**src/rtl/nibble_serial_sub32_pkg.sv**
```systemverilog
// Shared definitions for the nibble-serial subtractor: controller states,
// default geometry and the slice-count helper.
package nibble_serial_sub32_pkg;

  // Default operand width and slice width (bits handled per RUN cycle).
  localparam int WIDTH_DEFAULT = 32;
  localparam int DIGIT_DEFAULT = 4;

  // Controller states: waiting for operands, stepping slices, holding result.
  typedef enum logic [1:0] {
    IDLE = 2'd0,
    RUN  = 2'd1,
    DONE = 2'd2
  } state_t;

  // Number of DIGIT-wide slices in a WIDTH-wide operand (NDIG).
  function automatic int ndig(input int width, input int digit);
    return width / digit;
  endfunction

endpackage

```
**src/rtl/nibble_serial_sub32_sub_digit.sv**
```systemverilog
// One DIGIT-bit subtract slice: s = a + ~b + cin, built as a ripple chain
// with a carry-skip bypass that forwards cin when every bit propagates.
module sub_digit #(
  parameter int DIGIT = 4
) (
  input  logic [DIGIT-1:0] a,
  input  logic [DIGIT-1:0] b,
  input  logic             cin,
  output logic [DIGIT-1:0] s,
  output logic             cout
);

  logic [DIGIT-1:0] b_inv;
  logic [DIGIT-1:0] prop;
  logic [DIGIT-1:0] gen;
  logic             ripple_carry;
  logic             walk_carry;

  // Per-bit propagate/generate terms against the inverted subtrahend.
  genvar gi;
  generate
    for (gi = 0; gi < DIGIT; gi++) begin : g_pg
      assign b_inv[gi] = ~b[gi];
      assign prop[gi]  = a[gi] ^ b_inv[gi];
      assign gen[gi]   = a[gi] & b_inv[gi];
    end
  endgenerate

  // Ripple the carry through the slice to form the sum bits.
  always_comb begin
    s          = '0;
    walk_carry = cin;
    for (int i = 0; i < DIGIT; i++) begin
      s[i]       = prop[i] ^ walk_carry;
      walk_carry = gen[i] | (prop[i] & walk_carry);
    end
    ripple_carry = walk_carry;
  end

  // Skip path: a fully propagating slice passes cin straight through.
  assign cout = (&prop) ? cin : ripple_carry;

endmodule

```
**src/rtl/nibble_serial_sub32.sv**
```systemverilog
// Digit-serial subtractor: computes D = A - B - Bin one DIGIT-wide slice per
// cycle, LSB slice first, with a valid/ready handshake on both sides.
// WIDTH must be a multiple of DIGIT and hold at least two slices.
module nibble_serial_sub32
  import nibble_serial_sub32_pkg::*;
#(
  parameter int WIDTH = WIDTH_DEFAULT,
  parameter int DIGIT = DIGIT_DEFAULT
) (
  input  logic             clk,
  input  logic             rst_n,
  input  logic [WIDTH-1:0] A,
  input  logic [WIDTH-1:0] B,
  input  logic             Bin,
  input  logic             in_valid,
  output logic             in_ready,
  output logic [WIDTH-1:0] D,
  output logic             Bout,
  output logic             V,
  output logic             out_valid,
  input  logic             out_ready
);

  localparam int NDIG  = ndig(WIDTH, DIGIT);
  localparam int CNT_W = (NDIG > 1) ? $clog2(NDIG) : 1;
  localparam logic [CNT_W-1:0] CNT_LAST = CNT_W'(NDIG - 1);

  state_t           state_reg;
  logic [CNT_W-1:0] cnt_reg;
  logic             carry_reg;
  // Operand registers shift right so the active slice is always at bit 0.
  logic [WIDTH-1:0] a_reg;
  logic [WIDTH-1:0] b_reg;
  // Operand sign bits are shifted out early, so keep them for the V flag.
  logic             a_msb_reg;
  logic             b_msb_reg;
  logic [WIDTH-1:0] d_reg;
  logic             bout_reg;
  logic             v_reg;
  logic             in_ready_reg;
  logic             out_valid_reg;

  logic [DIGIT-1:0] slice_sum;
  logic             slice_cout;
  logic             v_next;

  // Single shared slice; it always works on the low DIGIT bits.
  sub_digit #(
    .DIGIT (DIGIT)
  ) u_sub_digit (
    .a    (a_reg[DIGIT-1:0]),
    .b    (b_reg[DIGIT-1:0]),
    .cin  (carry_reg),
    .s    (slice_sum),
    .cout (slice_cout)
  );

  // Overflow: operand signs differ and the result sign differs from A's.
  // The final slice's top bit is the result MSB on the last RUN edge.
  assign v_next = (a_msb_reg != b_msb_reg) && (slice_sum[DIGIT-1] != a_msb_reg);

  // Controller, datapath registers and registered handshake outputs.
  always_ff @(posedge clk) begin
    if (!rst_n) begin
      state_reg     <= IDLE;
      cnt_reg       <= '0;
      carry_reg     <= 1'b0;
      a_reg         <= '0;
      b_reg         <= '0;
      a_msb_reg     <= 1'b0;
      b_msb_reg     <= 1'b0;
      d_reg         <= '0;
      bout_reg      <= 1'b0;
      v_reg         <= 1'b0;
      in_ready_reg  <= 1'b1;
      out_valid_reg <= 1'b0;
    end else begin
      case (state_reg)
        IDLE: begin
          if (in_valid) begin
            a_reg        <= A;
            b_reg        <= B;
            a_msb_reg    <= A[WIDTH-1];
            b_msb_reg    <= B[WIDTH-1];
            // Subtract as A + ~B + 1 - Bin: the initial carry is ~Bin.
            carry_reg    <= ~Bin;
            cnt_reg      <= '0;
            state_reg    <= RUN;
            in_ready_reg <= 1'b0;
          end
        end

        RUN: begin
          // Each slice enters at the top; after NDIG slices D is aligned.
          d_reg     <= {slice_sum, d_reg[WIDTH-1:DIGIT]};
          a_reg     <= a_reg >> DIGIT;
          b_reg     <= b_reg >> DIGIT;
          carry_reg <= slice_cout;
          if (cnt_reg == CNT_LAST) begin
            bout_reg      <= ~slice_cout;
            v_reg         <= v_next;
            state_reg     <= DONE;
            out_valid_reg <= 1'b1;
          end else begin
            cnt_reg <= cnt_reg + 1'b1;
          end
        end

        DONE: begin
          // Result stays put until the consumer takes it.
          if (out_ready) begin
            state_reg     <= IDLE;
            out_valid_reg <= 1'b0;
            in_ready_reg  <= 1'b1;
          end
        end

        default: begin
          state_reg     <= IDLE;
          out_valid_reg <= 1'b0;
          in_ready_reg  <= 1'b1;
        end
      endcase
    end
  end

  assign in_ready  = in_ready_reg;
  assign out_valid = out_valid_reg;
  assign D         = d_reg;
  assign Bout      = bout_reg;
  assign V         = v_reg;

endmodule

```
**config.mk**
```make
export PLATFORM = sky130hd
export DESIGN_NAME = nibble_serial_sub32
export DESIGN_NICKNAME = d
export VERILOG_FILES = /design/src/rtl/nibble_serial_sub32_pkg.sv /design/src/rtl/nibble_serial_sub32_sub_digit.sv /design/src/rtl/nibble_serial_sub32.sv
export SDC_FILE = /design/constraint.sdc
export NUM_CORES = 1
export LEC_CHECK = 0
export ABC_CLOCK_PERIOD_IN_PS = 7400
export BUFFER_PORTS_ARGS = -buffer_cell sky130_fd_sc_hd__clkbuf_2
export CORE_MARGIN = 3
export CORE_UTILIZATION = 35
export DETAILED_ROUTE_END_ITERATION = 10
export GPL_TIMING_DRIVEN = 0
export PLACE_DENSITY = 0.6
export SLEW_MARGIN = 40
export SYNTH_ARGS = -nofsm -noshare
export SYNTH_HDL_FRONTEND = slang
export SYNTH_SLANG_ARGS = --single-unit
```
**constraint.sdc**
```tcl
create_clock -name clk -period 7.4 [get_ports clk]
set_clock_uncertainty 0.1 [all_clocks]
set_input_delay 0.74 -clock clk [delete_from_list [all_inputs] [get_ports clk]]
set_output_delay 0.74 -clock clk [all_outputs]
set_load 0.005 [all_outputs]
```
==> impl_results.md, run 1 <==
* Status: completed
* CTS tree: done
* Sequential fraction of the synthesis area at 0.480
* Post-CTS repair timing setup buffer count at 0
* Highest net fanout along the worst path at 3
* Total internal power at 974 µW
* Post-Route Utilization at 0.449
* Number of hold-slack violations in the final timing report at 0
* Family with the most delay on the worst path: adder cells
* Area added between synthesis and finish at 22.7%
* Biggest area contributors in the synthesized netlist: dfxtp_1 48%, a21oi_1 16%, nand2_1 11%
* Leading area contributor after synthesis: dfxtp_1
* F_max at 379 MHz
* Critical Path Source Type: flip-flop
* Starting utilization of the core area at 0.366
* Gate count of the mapped netlist at 550
* Start point of the worst min-delay path: D[1]
* Total number of nets in the final design at 744
* DRC violation count after routing at 0
* Count of distinct cell types in the synthesized netlist at 35
* Count of final max-slew check failures at 0
* Worst setup slack after layout at 4.76 ns
* Post-synth top area share at 0.480
* Worst Setup Slack post-DPL at 4.76 ns
* Classification of the worst-slack hold path: reg2reg
* Fraction of layout instances using a drive strength above 1 at 0.234
* I/O pin count at 105
* Kind of critical path: reg2reg
* Height of the die at 119 µm
* Antenna diode count at 0
* First-pass iteration count of the detailed router at 5
* Clock network power share at 0.366
* Core outline area at 12300 µm²
* Final number of setup-violating endpoints at 0
* Wirelength, routed at 11.8 mm
* Lkg Pwr at 2.33 nW
* Mapped Area at 4510 µm²
* Total grt overflow at 0
* Number of sinks handled by clock tree synthesis at 108
* Startpoint of the most critical register-to-register path: a_reg[0]
* Worst reg-to-reg path cell count at 8
* Average cell area after synthesis at 8.19 µm²
* Synth cell count leaders: 142 x a21oi_1, 128 x nand2_1, 108 x dfxtp_1, 51 x o21ai_0, 21 x clkbuf_1
* # hold bufs at CTS at 0
* Max-capacitance violation count at 0
* Most frequent CP cell: fa_1
* Clock edge transition at the registers on the reported setup and hold paths at 0.07 ns
* Resized Gates After CTS at 0
* Detail-routed via count per cell at 4.99
* Worst-skew pair later-pin latency at 0.35 ns
* Reg2reg setup slack at 4.76 ns
* Critical Path Sink: V
* Main synth FF type: dfxtp_1
* Cell chosen for the clock root: clkbuf_16
* Area enclosed by the die boundary at 14300 µm²
* Proportion of power drawn by flip-flops and latches at 0.487
* Flop and latch count out of synthesis at 108
* Number of synthesized flops with an enable pin at 0
* Number of antenna violations at the first check in global routing at 0
* Initial DRC count at 256
* Routability cong. at 0.854
* Cells traversed along the worst timing path: fa_1 > inv_1 > fa_1 > fa_1 > fa_1 > and3b_1 > a21oi_1 > a311oi_2
* Number of logic stages on the critical path including buffering at 8
* Critical path's slowest cell: fa_1
* Detailed placement HPWL at 8.78 mm
* Combinational share of power at 0.147
* Total track usage at 0.167
* Worst setup EP type: flip-flop
* Shortest period the worst path allows at 2.64 ns
* Total buffers and inverters traversed by the critical path at 1
* Beginning of the critical path: a_reg[0]
* Endpoint required time on the critical path at 7.56 ns
* Headroom to the max-slew limit at 0.458
* Horizontal extent of the die at 119 µm
* Routed wire per std cell at 14.1 µm
* Slew of the pin with the lowest slew margin at 0.809 ns
* CTS buffer count at 9
* Synthesized Nets at 629
* Switching portion of total power at 0.261
* Vias in the first global route at 4110
* Largest vdd supply drop at 0.000126 V
* Most common cell in the synthesized netlist: a21oi_1
* Unrepaired setup endpoints after global routing: no
* Max H-tree Level at 3
* Buffers on Ports at 104
* Via count at 4169
* Total number of placement rows at 40
* Terminus of the critical flop-to-flop path: V
* WHS Path Cells at 2
* Number of nets with antenna violations after detailed routing at 0
* Largest buffer count on any clock path at 2
* Net switching component of the power at 344 µW
* Maximum number of pins on one net before global-route repair at 16
* Maximum cell stage delay along the critical path at 0.56 ns
* Asr flop ratio synth at 0
* Arrival time at the worst endpoint at 2.80 ns
* Fraction of the cycle the final worst path needs at 0.357
* Final-layout setup total negative slack at 0 ns
* PD cells at 238 nW/µm²
* Yosys Warn Count at 0
* Wire length of the first global-routing pass at 19.5 mm
-- cells in the final DEF, fill, tap and decap left out, types with 2 or more instances in the layout --
cell	instances
clkbuf_1	22
o21ai_0	51
clkbuf_2	104
inv_1	9
o22ai_1	3
a311oi_2	2
nand2b_1	5
fa_1	4
buf_1	2
nor2_1	12
ha_1	6
nand2_1	128
buf_6	7
clkbuf_8	2
dfxtp_1	108
a22oi_1	6
buf_2	10
buf_4	7
a211oi_1	5
a221oi_2	6
a21oi_1	142
clkbuf_16	9
-- stage by stage --
step	std cells	power, mW	instance area, µm²	hold WS [ns]
3_5_place_dp	822	0.850	5240	0.346
3_3_place_gp	822	0.845	5240	0.342
6_report	836	1.32	5530	0.353
5_1_grt	836	1.38	5530	0.381
4_1_cts	836	1.33	5530	0.355
2_1_floorplan	550	0.780	4510	0.337
-- worst min path at each step --
stage / endpoint / slack (ns)
3_5_place_dp: D[1] / 0.35
2_1_floorplan: a_reg[31] / 0.34
6_report: D[1] / 0.35
5_1_grt: D[1] / 0.38
3_3_place_gp: D[3] / 0.34
4_1_cts: D[1] / 0.36
-- power by group through the flow --
stage	Sequential (mW)	Clock, mW	Combinational [mW]
floorplan	0.648	0	0.131
global placement	0.654	0	0.191
detailed placement	0.655	0	0.195
CTS	0.642	0.494	0.196
global route	0.647	0.514	0.220
finish	0.642	0.482	0.194
-- kinds of logic after synthesis --
family                   after synthesis  synth area share
AND/OR/NAND/NOR                      151             0.136
AO/OA/AOI/OAI                        223             0.280
flip-flops                           108             0.480
buffers and inverters                 57            0.0678
multiplexers                           1           0.00222
adder cells (fa/ha/maj)               10            0.0344
-- final cells by class --
| type | instances | area (µm²) |
|---|---|---|
| Buffer | 47 | 268 |
| Tap cell | 168 | 210 |
| Sequential cell | 108 | 2160 |
| Inverter | 10 | 37.5 |
| Multi-Input combinational cell | 385 | 2040 |
| Clock buffer | 12 | 256 |
| Clock inverter | 2 | 35.0 |
| Fill cell | 1273 | 6780 |
| Timing Repair Buffer | 104 | 520 |
-- worst min-delay path: stages (launching register included) --
cell and delay, ns:
dfxtp_1 0.31, nand2_1 0.05, a21oi_1 0.05
-- metal layers --
layer / share of wire / vias to the layer above / track usage
li1: - / 2105 / -
met1: 0.46 / 1951 / 0.216
met2: 0.48 / 102 / 0.282
met3: 0.045 / 11 / 0.0337
met4: 0.014 / 0 / 0.0501
met5: 0 / - / 0
Note: power is estimated with default switching activity, not from simulation.
==> inputs of run 2 (changes only) <==
--- a/config.mk
+++ b/config.mk
@@ -5,7 +5,7 @@
 export SDC_FILE = /design/constraint.sdc
 export NUM_CORES = 1
 export LEC_CHECK = 0
-export ABC_CLOCK_PERIOD_IN_PS = 7400
+export ABC_CLOCK_PERIOD_IN_PS = 2700
 export BUFFER_PORTS_ARGS = -buffer_cell sky130_fd_sc_hd__clkbuf_2
 export CORE_MARGIN = 3
 export CORE_UTILIZATION = 35
==> constraint.sdc (replaced) <==
create_clock -name clk -period 2.7 [get_ports clk]
set_clock_uncertainty 0.1 [all_clocks]
set_input_delay 0.27 -clock clk [delete_from_list [all_inputs] [get_ports clk]]
set_output_delay 0.27 -clock clk [all_outputs]
set_load 0.005 [all_outputs]
==> run 2 against run 1 <==
Effect of this change:
- utilization is essentially flat
- critical path depth is the same
- cell area is essentially flat
- via count is the same
- global-route usage is the same
- setup slack lost 4.6 ns
- register-to-register slack lost 4.6 ns
- total power grew to 2.7 times the previous value
- critical endpoint unchanged
- highest routed layer unchanged
==> impl_results.md, run 2 (synthesized netlist as in run 1, its figures left out) <==
* Height of the die at 119 µm
* Largest buffer count on any clock path at 2
* Number of antenna violations at the first check in global routing at 0
* Max-capacitance violation count at 0
* Cells traversed along the worst timing path: fa_1 > inv_1 > fa_1 > fa_1 > fa_1 > and3b_1 > a21oi_1 > a311oi_2
* Worst setup EP type: flip-flop
* Routed wire per std cell at 14.1 µm
* Routability cong. at 0.854
* Area added between synthesis and finish at 22.7%
* Initial DRC count at 256
* Critical Path Source Type: flip-flop
* Number of sinks handled by clock tree synthesis at 108
* Vias in the first global route at 4110
* Endpoint required time on the critical path at 2.86 ns
* Instance area at placement at 5240 µm²
* Largest vdd supply drop at 0.000346 V
* Status: completed
* Critical path's slowest cell: fa_1
* Final Cell Area at 5530 µm²
* Most used cells in the layout excluding fill and tap cells: 142 x a21oi_1, 128 x nand2_1, 107 x dfxtp_1, 104 x clkbuf_2, 51 x o21ai_0
* Buffers on Ports at 104
* DRC violation count after routing at 0
* Detail-routed via count per cell at 4.99
* Lkg Pwr at 2.33 nW
* Max H-tree Level at 3
* Critical Path Sink: V
* Terminus of the critical flop-to-flop path: V
* Wirelength, routed at 11.8 mm
* Unrepaired setup endpoints after global routing: no
* Antenna diode count at 0
* Horizontal extent of the die at 119 µm
* Fraction of the cycle the final worst path needs at 0.956
* Via count at 4169
* First-pass iteration count of the detailed router at 5
* PD cells at 653 nW/µm²
* CTS tree: done
* Arrival time at the worst endpoint at 2.74 ns
* Most frequent CP cell: fa_1
* Total grt overflow at 0
* Most frequent standard cell in the layout excluding fill and tap cells: a21oi_1
* Reg2reg setup slack at 0.12 ns
* Area enclosed by the die boundary at 14300 µm²
* Headroom to the max-slew limit at 0.461
* Final-layout setup total negative slack at 0 ns
* Total power after layout at 3.61 mW
* Cell chosen for the clock root: clkbuf_16
* Maximum number of pins on one net before global-route repair at 16
* F_max at 387 MHz
* Detailed placement HPWL at 8.78 mm
* Number of nets with antenna violations after detailed routing at 0
* CTS buffer count at 9
* Count of final max-slew check failures at 0
* Slew of the pin with the lowest slew margin at 0.805 ns
* Number of hold-slack violations in the final timing report at 0
* I/O pin count at 105
* Kind of critical path: reg2reg
* Classification of the worst-slack hold path: in2reg
* Worst-skew pair later-pin latency at 0.35 ns
* Total track usage at 0.167
* Worst reg-to-reg path cell count at 8
* Maximum cell stage delay along the critical path at 0.56 ns
* Core outline area at 12300 µm²
* Family with the most delay on the worst path: adder cells
* # hold bufs at CTS at 0
* Highest net fanout along the worst path at 3
* Total number of nets in the final design at 744
* Clock edge transition at the registers on the reported setup and hold paths at 0.07 ns
* Total buffers and inverters traversed by the critical path at 1
* Total number of placement rows at 40
* Shortest period the worst path allows at 2.58 ns
* Number of logic stages on the critical path including buffering at 8
* Final number of setup-violating endpoints at 0
* Wire length of the first global-routing pass at 19.5 mm
* Starting utilization of the core area at 0.366
* WHS Path Cells at 3
* Fraction of layout instances using a drive strength above 1 at 0.237
[run 2: routing by layer]
| layer | GRT usage | wire, µm | vias up |
|---|---|---|---|
| met5 | 0 | 0 | - |
| met2 | 0.282 | 5670 | 102 |
| met1 | 0.216 | 5450 | 1951 |
| met4 | 0.0501 | 166 | 0 |
| li1 | - | - | 2105 |
| met3 | 0.0337 | 536 | 11 |
[run 2: cell type report]
type / instances / area [µm²]
fillers: 1272 / 6780
flip-flops and latches: 108 / 2160
multi-input cells: 385 / 2040
repair buffers: 104 / 520
plain buffers: 47 / 268
clock buffers: 12 / 256
well taps: 168 / 210
inverters: 10 / 37.5
clock inverters: 2 / 35.0
[run 2: how the worst min path moves through the flow]
stage          slack (ns)   from         to
6_report             0.04  A[23]  a_reg[23]
5_1_grt              0.05  A[14]  a_reg[14]
4_1_cts              0.03  A[23]  a_reg[23]
3_5_place_dp         0.35   D[1]       D[1]
3_3_place_gp         0.34   D[3]       D[3]
2_1_floorplan        0.30   A[0]   a_reg[0]
[run 2: timing repair]
| action | CTS | global route |
|---|---|---|
| gates resized for setup | 0 | 2 |
| setup endpoints to repair | 0 | 1 |
| setup buffers | 0 | 0 |
[run 2: worst min-delay path, cell delays in order]
cell and delay [ns]:
clkbuf_2 0.08, nand2_1 0.05, a21oi_1 0.05
[run 2: report_power, final]
part / total [mW] / leakage [nW] / switching [mW] / internal [mW]
Combinational: 0.531 / 1.29 / 0.318 / 0.214
Clock: 1.32 / 0.145 / 0.563 / 0.759
Sequential: 1.76 / 0.888 / 0.0615 / 1.70
Total: 3.61 / 2.33 / 0.942 / 2.67
[run 2: metrics by stage]
step / setup WS, ns / utilization / hold WS, ns / std cells
after floorplan: 0.246 / - / 0.304 / 550
after global placement: 0.110 / 0.425 / 0.342 / 822
after detailed placement: 0.0556 / 0.425 / 0.346 / 822
after CTS: 0.0446 / 0.449 / 0.0310 / 836
after global routing: 0.00145 / 0.449 / 0.0469 / 836
final: 0.118 / 0.449 / 0.0387 / 836
